**src/rtl/dmem_responder_if.sv**
```systemverilog
// rtl/dmem_responder_if.sv - request/response bus between an initiator and dmem_responder
interface dmem_responder_if;
  logic        req_valid;
  logic        req_ready;
  logic        req_we;
  logic [31:0] req_addr;
  logic [31:0] req_wdata;
  logic [3:0]  req_wstrb;
  logic        rsp_valid;
  logic        rsp_ready;
  logic [31:0] rsp_rdata;
  logic        rsp_err;

  modport master (
    output req_valid, req_we, req_addr, req_wdata, req_wstrb, rsp_ready,
    input  req_ready, rsp_valid, rsp_rdata, rsp_err
  );

  modport slave (
    input  req_valid, req_we, req_addr, req_wdata, req_wstrb, rsp_ready,
    output req_ready, rsp_valid, rsp_rdata, rsp_err
  );
endinterface

```
**src/rtl/dmem_responder.sv**
```systemverilog
// rtl/dmem_responder.sv - word-addressed data memory with byte strobes and programmable wait states
module dmem_responder #(
  parameter int DEPTH       = 16,
  parameter int WAIT_CYCLES = 2
) (
  input  logic             clk,
  input  logic             rst,
  dmem_responder_if.slave  bus
);

  localparam int         AW      = $clog2(DEPTH);
  localparam logic [3:0] WAIT_LD = 4'(WAIT_CYCLES);

  typedef enum logic [1:0] {IDLE, WAIT, RESP} state_t;

  state_t          state;
  state_t          state_nxt;
  logic [3:0]      wait_cnt;

  logic            lat_we;
  logic [31:0]     lat_addr;
  logic [31:0]     lat_wdata;
  logic [3:0]      lat_wstrb;

  logic [31:0]     mem [DEPTH];
  logic [31:0]     rdata_q;
  logic            err_q;

  logic            accept;
  logic            enter_resp;
  logic            acc_we;
  logic [31:0]     acc_addr;
  logic [31:0]     acc_wdata;
  logic [3:0]      acc_wstrb;
  logic            acc_err;
  logic [AW-1:0]   acc_idx;

  always_ff @(posedge clk or negedge rst) begin
    if (!rst) begin
      state <= IDLE;
    end else begin
      state <= state_nxt;
    end
  end

  always_comb begin
    state_nxt = state;
    case (state)
      IDLE:    if (bus.req_valid) state_nxt = (WAIT_CYCLES > 0) ? WAIT : RESP;
      WAIT:    if (wait_cnt <= 4'd1) state_nxt = RESP;
      RESP:    if (bus.rsp_ready) state_nxt = IDLE;
      default: state_nxt = IDLE;
    endcase
  end

  always_comb begin
    bus.req_ready = (state == IDLE);
    bus.rsp_valid = (state == RESP);
    bus.rsp_rdata = (state == RESP) ? rdata_q : 32'd0;
    bus.rsp_err   = (state == RESP) ? err_q : 1'b0;
  end

  assign accept     = (state == IDLE) && bus.req_valid;
  assign enter_resp = (state != RESP) && (state_nxt == RESP);

  // With no wait states the access happens on the accept edge itself,
  // before the latches hold the request, so take it straight off the bus.
  always_comb begin
    if (state == IDLE) begin
      acc_we    = bus.req_we;
      acc_addr  = bus.req_addr;
      acc_wdata = bus.req_wdata;
      acc_wstrb = bus.req_wstrb;
    end else begin
      acc_we    = lat_we;
      acc_addr  = lat_addr;
      acc_wdata = lat_wdata;
      acc_wstrb = lat_wstrb;
    end
  end

  assign acc_err = (acc_addr[1:0] != 2'b00) || (acc_addr[31:2] >= 30'(DEPTH));
  assign acc_idx = acc_addr[AW+1:2];

  always_ff @(posedge clk or negedge rst) begin
    if (!rst) begin
      lat_we    <= 1'b0;
      lat_addr  <= '0;
      lat_wdata <= '0;
      lat_wstrb <= '0;
    end else if (accept) begin
      lat_we    <= bus.req_we;
      lat_addr  <= bus.req_addr;
      lat_wdata <= bus.req_wdata;
      lat_wstrb <= bus.req_wstrb;
    end
  end

  always_ff @(posedge clk or negedge rst) begin
    if (!rst) begin
      wait_cnt <= '0;
    end else if (accept) begin
      wait_cnt <= WAIT_LD;
    end else if (state == WAIT) begin
      wait_cnt <= wait_cnt - 4'd1;
    end
  end

  always_ff @(posedge clk or negedge rst) begin
    if (!rst) begin
      for (int i = 0; i < DEPTH; i++) mem[i] <= '0;
    end else if (enter_resp && acc_we && !acc_err) begin
      for (int b = 0; b < 4; b++) begin
        if (acc_wstrb[b]) mem[acc_idx][8*b +: 8] <= acc_wdata[8*b +: 8];
      end
    end
  end

  always_ff @(posedge clk or negedge rst) begin
    if (!rst) begin
      rdata_q <= '0;
      err_q   <= 1'b0;
    end else if (enter_resp) begin
      rdata_q <= (!acc_we && !acc_err) ? mem[acc_idx] : 32'd0;
      err_q   <= acc_err;
    end
  end

endmodule
```
**src/flat_wrapper.sv**
```systemverilog
// flat-port wrapper written by rule: the top's interface ports become plain ports
module dmem_responder_flat 
#(
  parameter int DEPTH       = 16,
  parameter int WAIT_CYCLES = 2
)
  (clk, rst, bus_req_valid, bus_req_we, bus_req_addr, bus_req_wdata, bus_req_wstrb, bus_rsp_ready, bus_req_ready, bus_rsp_valid, bus_rsp_rdata, bus_rsp_err);
  dmem_responder_if bus_i ();
  input  logic clk;
  input  logic rst;
  input wire logic [$bits(bus_i.req_valid)-1:0] bus_req_valid;
  input wire logic [$bits(bus_i.req_we)-1:0] bus_req_we;
  input wire logic [$bits(bus_i.req_addr)-1:0] bus_req_addr;
  input wire logic [$bits(bus_i.req_wdata)-1:0] bus_req_wdata;
  input wire logic [$bits(bus_i.req_wstrb)-1:0] bus_req_wstrb;
  input wire logic [$bits(bus_i.rsp_ready)-1:0] bus_rsp_ready;
  output wire logic [$bits(bus_i.req_ready)-1:0] bus_req_ready;
  output wire logic [$bits(bus_i.rsp_valid)-1:0] bus_rsp_valid;
  output wire logic [$bits(bus_i.rsp_rdata)-1:0] bus_rsp_rdata;
  output wire logic [$bits(bus_i.rsp_err)-1:0] bus_rsp_err;
  assign bus_i.req_valid = bus_req_valid;
  assign bus_i.req_we = bus_req_we;
  assign bus_i.req_addr = bus_req_addr;
  assign bus_i.req_wdata = bus_req_wdata;
  assign bus_i.req_wstrb = bus_req_wstrb;
  assign bus_i.rsp_ready = bus_rsp_ready;
  assign bus_req_ready = bus_i.req_ready;
  assign bus_rsp_valid = bus_i.rsp_valid;
  assign bus_rsp_rdata = bus_i.rsp_rdata;
  assign bus_rsp_err = bus_i.rsp_err;
  dmem_responder #(.DEPTH(DEPTH), .WAIT_CYCLES(WAIT_CYCLES)) u_core (.clk(clk), .rst(rst), .bus(bus_i));
endmodule
```
**config.mk**
```make
export PLATFORM = sky130hd
export DESIGN_NAME = dmem_responder_flat
export DESIGN_NICKNAME = d
export VERILOG_FILES = /design/src/rtl/dmem_responder_if.sv /design/src/rtl/dmem_responder.sv /design/src/flat_wrapper.sv
export SDC_FILE = /design/constraint.sdc
export NUM_CORES = 1
export LEC_CHECK = 0
export BUFFER_PORTS_ARGS = -buffer_cell sky130_fd_sc_hd__buf_4
export CELL_PAD_IN_SITES_DETAIL_PLACEMENT = 1
export CELL_PAD_IN_SITES_GLOBAL_PLACEMENT = 2
export CORE_UTILIZATION = 46
export DETAILED_ROUTE_END_ITERATION = 8
export GPL_TIMING_DRIVEN = 0
export MAX_ROUTING_LAYER = met4
export PLACE_DENSITY = 0.93
export SYNTH_ARGS = -nofsm -noshare
export SYNTH_HDL_FRONTEND = slang
export SYNTH_SLANG_ARGS = --single-unit
```
**constraint.sdc**
```tcl
create_clock -name clk -period 4.6 [get_ports clk]
set_input_delay 0.23 -clock clk [delete_from_list [all_inputs] [get_ports clk]]
set_output_delay 0.23 -clock clk [all_outputs]
set_load 0.02 [all_outputs]
```
==> impl_metrics.yaml, run 1 <==
worst_hold_path:
  worstHoldPathType: "in2async"
critical_path:
  start_kind: "flop"
  cp.required_ps: 5110
  endpoint_kind: "flop"
  critPathKind: "reg2reg"
  arrival_ps: 4720
  path_cells: "or2_2 > buf_2 > inv_1 > o21a_1 > clkbuf_1 > clkbuf_1 > buf_1 > o22ai_1 > o21ai_0 > o2111ai_1 > o21ai_0"
  reg2reg_setup_slack_ps: 390
  cp_max_fo: 10
  reg2reg_depth: 11
  crit_start: "u_core.state[0]"
  slowest_delay_ps: 810
  crit_end: "u_core.rdata_q[28]"
  reg2reg_to: "u_core.rdata_q[28]"
  worstReg2RegStart: "u_core.state[0]"
  cpMaxStageDelayCell: "clkbuf_1"
detailed_routing:
  post_drt_wl_per_cell_um: 26.9
  wirelength_um: 89900
  via_count: 20100
  initialDrtViolationCount: 1466
  ant_nets: 0
  drt-pass1-iter-count: 4
  drc: 0
  via_per_inst: 6.03
timing:
  max_freq_ghz: 0.237
  finalCriticalPeriod_ps: 4210
  slew_viol_final: 0
  fin_skew_ps: 31.4
  rsz0062_at_grt: "no"
  hold-worst-slack_ps: 158
  final-hold-violation-count: 0
  fin_tns_setup_ps: 0
  worstMarginPinSlew_ps: 1250
  setup_violations: 0
  slew_headroom_pct: 16.1
  fin_crit_sh_pct: 91.6
synth:
  yosysWarnings: 0
  synth_area_leader_cell: "dfrtp_1"
  synthDistinctLibCells: 40
  synth_top_area_share_pct: 56.5
  synth_edf_count: 0
  synthCells: 2259
  synth-seq-area-share_pct: 56.5
  syn_nets: 2334
  synthTopCellsByArea: "dfrtp_1 (56%), mux2_2 (21%), o22ai_1 (5.6%)"
  synth_seq_cells: 620
  ys.flop_type: "dfrtp_1"
  synthArstFlopShare_pct: 100
  synth_area_um2: 27500
  syn_avg_cell_area_um2: 12.2
power_and_ir_drop:
  power.share.sequential_pct: 33.7
  p_int_mw: 11.2
  swShare_pct: 41.8
  p_switching_mw: 8.05
  comb_power_share_pct: 37.5
  leakagePower_nw: 14.7
  ir_drop_mv: 0.387
  p_per_area_nw_per_um2: 595
  clockPowerShare_pct: 28.8
die:
  die_h_um: 246
  ioPinCount: 108
  row_count: 89
  core_um2: 59000
  start_util_pct: 46.6
  die_area_um2: 60700
  die_w_um: 246
cells_and_area:
  design_area_um2: 32300
  fin_nets: 2586
  layout-drive-gt1-share_pct: 31.9
  syn_to_final_growth_pct: 17.7
clock_tree:
  clock_latency_ps: 610
  path_clk_slew_ps: 70
  clock_sinks: 620
  cts_tree: "done"
  cts_buffers: 67
  root_buffer: "clkbuf_16"
  cts_resized: 0
  cts.path.max_buffers: 3
  htree_levels: 3
place:
  place_congestion: 0.867
  io_buffer_count: 107
  dpl_cell_area_um2: 29400
  hpwlAfterDp_um: 60400
global_routing:
  grt_pass1_wl_um: 139000
  grt_pass1_vias: 22400
  grt_max_degree: 121
  grt_overflow: 0
  antenna_found_initial: 4
  grt.total_usage_pct: 31.3
status:
  status: "finished clean"
flow_run:
  drv_cap: 0
## layer usage
metal	GRT usage [%]	vias up	wire [um]
li1	-	8613	-
met4	12.4	0	3030
met1	38.9	10700	37500
met5	-	-	0
met3	4.78	189	4480
met2	51.1	595	44800
## power by group through the flow
stage | combinational, mW | sequential [mW] | clock [mW]
detailed placement | 6.88 | 6.54 | 0
finish | 7.22 | 6.48 | 5.54
global placement | 6.53 | 6.48 | 0
floorplan | 3.93 | 6.42 | 0
global route | 7.65 | 6.54 | 5.80
CTS | 7.04 | 6.46 | 5.59
## area by class of cell
cell class	count	area [um2]
fill	6016	26700
clock buffer	90	1920
timing repair buffer	183	1660
multi-input combinational	1489	11400
inverter	6	22.5
clock inverter	26	307
sequential	620	15500
antenna	6	15.0
buffer	144	578
tap	773	967
## cells by family after synthesis
| logic type | count (synthesis) | synth area share (%) |
|---|---|---|
| adder cells (fa/ha/maj) | 2 | 0.0911 |
| buffers and inverters | 150 | 2.18 |
| XOR/XNOR | 1 | 0.0319 |
| flip-flops | 620 | 56.5 |
| AO/OA/AOI/OAI | 432 | 9.60 |
| multiplexers | 513 | 21.0 |
| AND/OR/NAND/NOR | 541 | 10.6 |
## worst max-delay path: cells and delay by family, from the launching register on
kind	cells	cell delay [ps]
AO/OA/AOI/OAI	5	1200
buffers and inverters	5	2190
flip-flops	1	450
AND/OR/NAND/NOR	1	290
## cell usage in the layout (no fill, tap or decap), types with 6 or more instances in the layout
cell type and count:
dfrtp_1 620, mux2_2 512, nand2_1 367, o22ai_1 248
clkbuf_1 130, o21ai_0 129, buf_4 106, dlygate4sd3_1 71
clkbuf_16 70, nor2_1 37, nor2_8 37, and2_1 33
o2111ai_1 31, nor2_2 24, buf_1 15, clkinv_2 14
clkbuf_8 9, nor4_1 8, a22oi_1 8, diode_2 6
inv_1 6, bufinv_16 6
## through the flow
step | power (mW) | instances | utilization (%) | worst slack (ps)
floorplan | 10.4 | 2259 | - | 1760
global placement | 13.0 | 3139 | 49.6 | -3150
detailed placement | 13.4 | 3144 | 49.8 | 449
CTS | 19.1 | 3331 | 54.8 | 471
global route | 20.0 | 3335 | 54.8 | 271
finish | 19.2 | 3337 | 54.8 | 387
## timing repair
item | in CTS | in global routing
hold buffers | 71 | 0
hold endpoints to repair | 130 | 0
endpoints found under the setup margin | 0 | 0
setup buffers | 0 | 0
## how the worst min path moves through the flow
| stage | start | end | slack [ps] | cells after the start |
|---|---|---|---|---|
| after floorplan | rst | u_core.err_q | -70 | 0 |
| after global placement | bus_req_addr[31] | u_core.lat_addr[31] | 430 | 3 |
| after detailed placement | rst | u_core.mem[327] | 210 | 1 |
| after CTS | rst | u_core.mem[327] | 160 | 2 |
| after global routing | rst | u_core.mem[327] | 200 | 2 |
| final | rst | u_core.mem[327] | 160 | 2 |
## Yosys cell counts, drive strengths merged, types with 4 or more instances
master and count:
inv 6, nor4 9, dfrtp 620, o2111ai 31
and2 33, or2 5, o22ai 248, a22oi 8
buf 24, nor3 5, o21ai 132, nand3b 4
mux2 512, nand2 371, nand3 4, nor2 101
clkbuf 120
## flip-flops by register name, summed over array words and instances, names as in the netlist
register	count
u_core.lat_addr	32
u_core.lat_wstrb	4
u_core.mem	512
u_core.lat_wdata	32
u_core.wait_cnt	4
u_core.lat_we	1
u_core.err_q	1
u_core.state	2
u_core.rdata_q	32
No activity file was read; power rests on OpenSTA's default activity.
==> run 2, diff against run 1 <==
--- a/config.mk
+++ b/config.mk
@@ -8,11 +8,11 @@
 export BUFFER_PORTS_ARGS = -buffer_cell sky130_fd_sc_hd__buf_4
 export CELL_PAD_IN_SITES_DETAIL_PLACEMENT = 1
 export CELL_PAD_IN_SITES_GLOBAL_PLACEMENT = 2
-export CORE_UTILIZATION = 46
+export CORE_UTILIZATION = 39
 export DETAILED_ROUTE_END_ITERATION = 8
 export GPL_TIMING_DRIVEN = 0
 export MAX_ROUTING_LAYER = met4
-export PLACE_DENSITY = 0.93
+export PLACE_DENSITY = 0.85
 export SYNTH_ARGS = -nofsm -noshare
 export SYNTH_HDL_FRONTEND = slang
 export SYNTH_SLANG_ARGS = --single-unit
==> constraint.sdc (replaced) <==
create_clock -name clk -period 3.8 [get_ports clk]
set_input_delay 0.19 -clock clk [delete_from_list [all_inputs] [get_ports clk]]
set_output_delay 0.19 -clock clk [all_outputs]
set_load 0.02 [all_outputs]
==> impl_metrics.yaml, run 2 (synthesized netlist as in run 1, its figures left out) <==
status:
  status: "finished, violations left"
  violations: "negative setup slack"
detailed_routing:
  post_drt_wl_per_cell_um: 25.5
  via_per_inst: 5.66
  drt-pass1-iter-count: 5
  initialDrtViolationCount: 1451
  wirelength_um: 89000
  drc: 0
  ant_nets: 0
  via_count: 19800
cells_and_area:
  final_cell_mix: "dfrtp_1 (620), mux2_2 (512), nand2_1 (360)"
  regMostFlops: "u_core.mem"
  design_area_um2: 32700
  final_cells: 3493
  layout-drive-gt1-share_pct: 32.9
  syn_to_final_growth_pct: 18.9
  largest_register_ffs: 512
  fin_nets: 2588
  fillers: 7223
  layout_commonest_cell: "dfrtp_1"
place:
  pre_cts_ws_ps: -216
  place_congestion: 0.810
  dpl_cell_area_um2: 29600
  hpwlAfterDp_um: 60900
  io_buffer_count: 107
  placed_cells_incl_taps: 3302
critical_path:
  cp_max_fo: 10
  cpMaxStageDelayCell: "nand2_1"
  critPathKind: "reg2reg"
  slowest_delay_ps: 670
  endpoint_kind: "flop"
  path_cells: "or2_2 > buf_2 > inv_1 > buf_2 > buf_2 > nand3b_1 > nand2_1 > nand2_1 > nor2_8 > mux2_2"
  crit_top_cell: "buf_2"
  cp.required_ps: 4270
  crit_buf_inv: 4
  arrival_ps: 4370
  worstReg2RegStart: "u_core.state[1]"
  reg2reg_to: "u_core.mem[185]"
  start_kind: "flop"
  cpLargestDelayFamily: "simple AND/OR/NAND/NOR gates"
  reg2reg_depth: 10
  reg2reg_setup_slack_ps: -100
global_routing:
  grt.total_usage_pct: 26.2
  grt_pass1_vias: 21800
  grt_overflow: 0
  grt_pass1_wl_um: 136000
  antenna_found_initial: 2
  grt_max_degree: 122
timing:
  hold-worst-slack_ps: 155
  setup_violations: 53
  slew_viol_final: 0
  final-hold-violation-count: 0
  fin_tns_setup_ps: -3250
  fin_skew_ps: 29.3
  worstMarginPinSlew_ps: 1220
  max_freq_ghz: 0.256
  rsz0062_at_grt: "yes"
  finalCriticalPeriod_ps: 3900
  slew_headroom_pct: 18.6
  fin_ws_ps: -105
  fin_crit_sh_pct: 103
die:
  ioPinCount: 108
  core_um2: 69200
  die_area_um2: 71500
  die_w_um: 267
  start_util_pct: 39.7
  row_count: 96
  die_h_um: 267
clock_tree:
  clock_sinks: 620
  root_buffer: "clkbuf_16"
  htree_levels: 3
  cts_tree: "done"
  cts.path.max_buffers: 3
  postCtsSetupBuffers: 0
  cts_buffers: 70
  path_clk_slew_ps: 60
  clock_latency_ps: 610
worst_hold_path:
  worstHoldPathType: "in2async"
power_and_ir_drop:
  p_per_area_nw_per_um2: 716
  leakagePower_nw: 14.8
  ir_drop_mv: 0.439
flow_run:
  drv_cap: 0
==> run 2: metrics by stage <==
stage	util, %	power [mW]
2_1_floorplan	-	12.5
3_3_place_gp	42.6	15.9
3_5_place_dp	42.8	16.3
4_1_cts	47.2	23.3
5_1_grt	47.2	24.5
6_report	47.2	23.4
==> run 2: metal layers <==
layer  wire, um  part of all wire [%]  track usage, %  vias to the layer above
li1           -                     -               -                     8609
met1      38600                    43            33.7                    10500
met2      42900                    48            41.9                      524
met3       4920                   5.5            4.68                      140
met4       2630                   3.0            9.00                        0
met5          0                     0               -                        -
==> run 2: worst max path at each step <==
stage / from / to / slack, ps / depth (start not counted)
after global routing: u_core.state[1] / u_core.mem[167] / -170 / 10
after floorplan: u_core.state[1] / u_core.mem[248] / 960 / 9
after global placement: rst / u_core.mem[506] / -3940 / 1
after CTS: u_core.state[1] / u_core.mem[187] / -30 / 10
after detailed placement: u_core.state[1] / u_core.mem[379] / -220 / 10
final: u_core.state[1] / u_core.mem[185] / -100 / 10
==> run 2: final cells by class <==
class / count / area (um2) / area share [%]
Clock buffer: 102 / 2050 / 6.28
Timing Repair Buffer: 183 / 1660 / 5.08
Multi-Input combinational cell: 1489 / 11400 / 34.9
Inverter: 6 / 22.5 / 0.0689
Tap cell: 931 / 1160 / 3.57
Sequential cell: 620 / 15500 / 47.5
Antenna cell: 2 / 5.00 / 0.0153
Buffer: 143 / 598 / 1.83
Clock inverter: 17 / 267 / 0.816
==> run 2: what timing repair did <==
action	4_1_cts	5_1_grt
resized for setup	10	24
endpoints found under the setup margin	219	185
endpoints found under the hold margin	150	0
hold buffers	71	0
==> run 2: worst reg2reg max path, cell delays in order, from the launching register on <==
cell	delay [ps]
dfrtp_1	440
or2_2	310
buf_2	190
inv_1	140
buf_2	260
buf_2	310
nand3b_1	110
nand2_1	510
nand2_1	680
nor2_8	440
mux2_2	390
==> run 2: where the power goes <==
part | internal (mW) | switching [mW]
Combinational | 2.26 | 6.39
Clock | 4.20 | 2.72
Sequential | 7.36 | 0.464
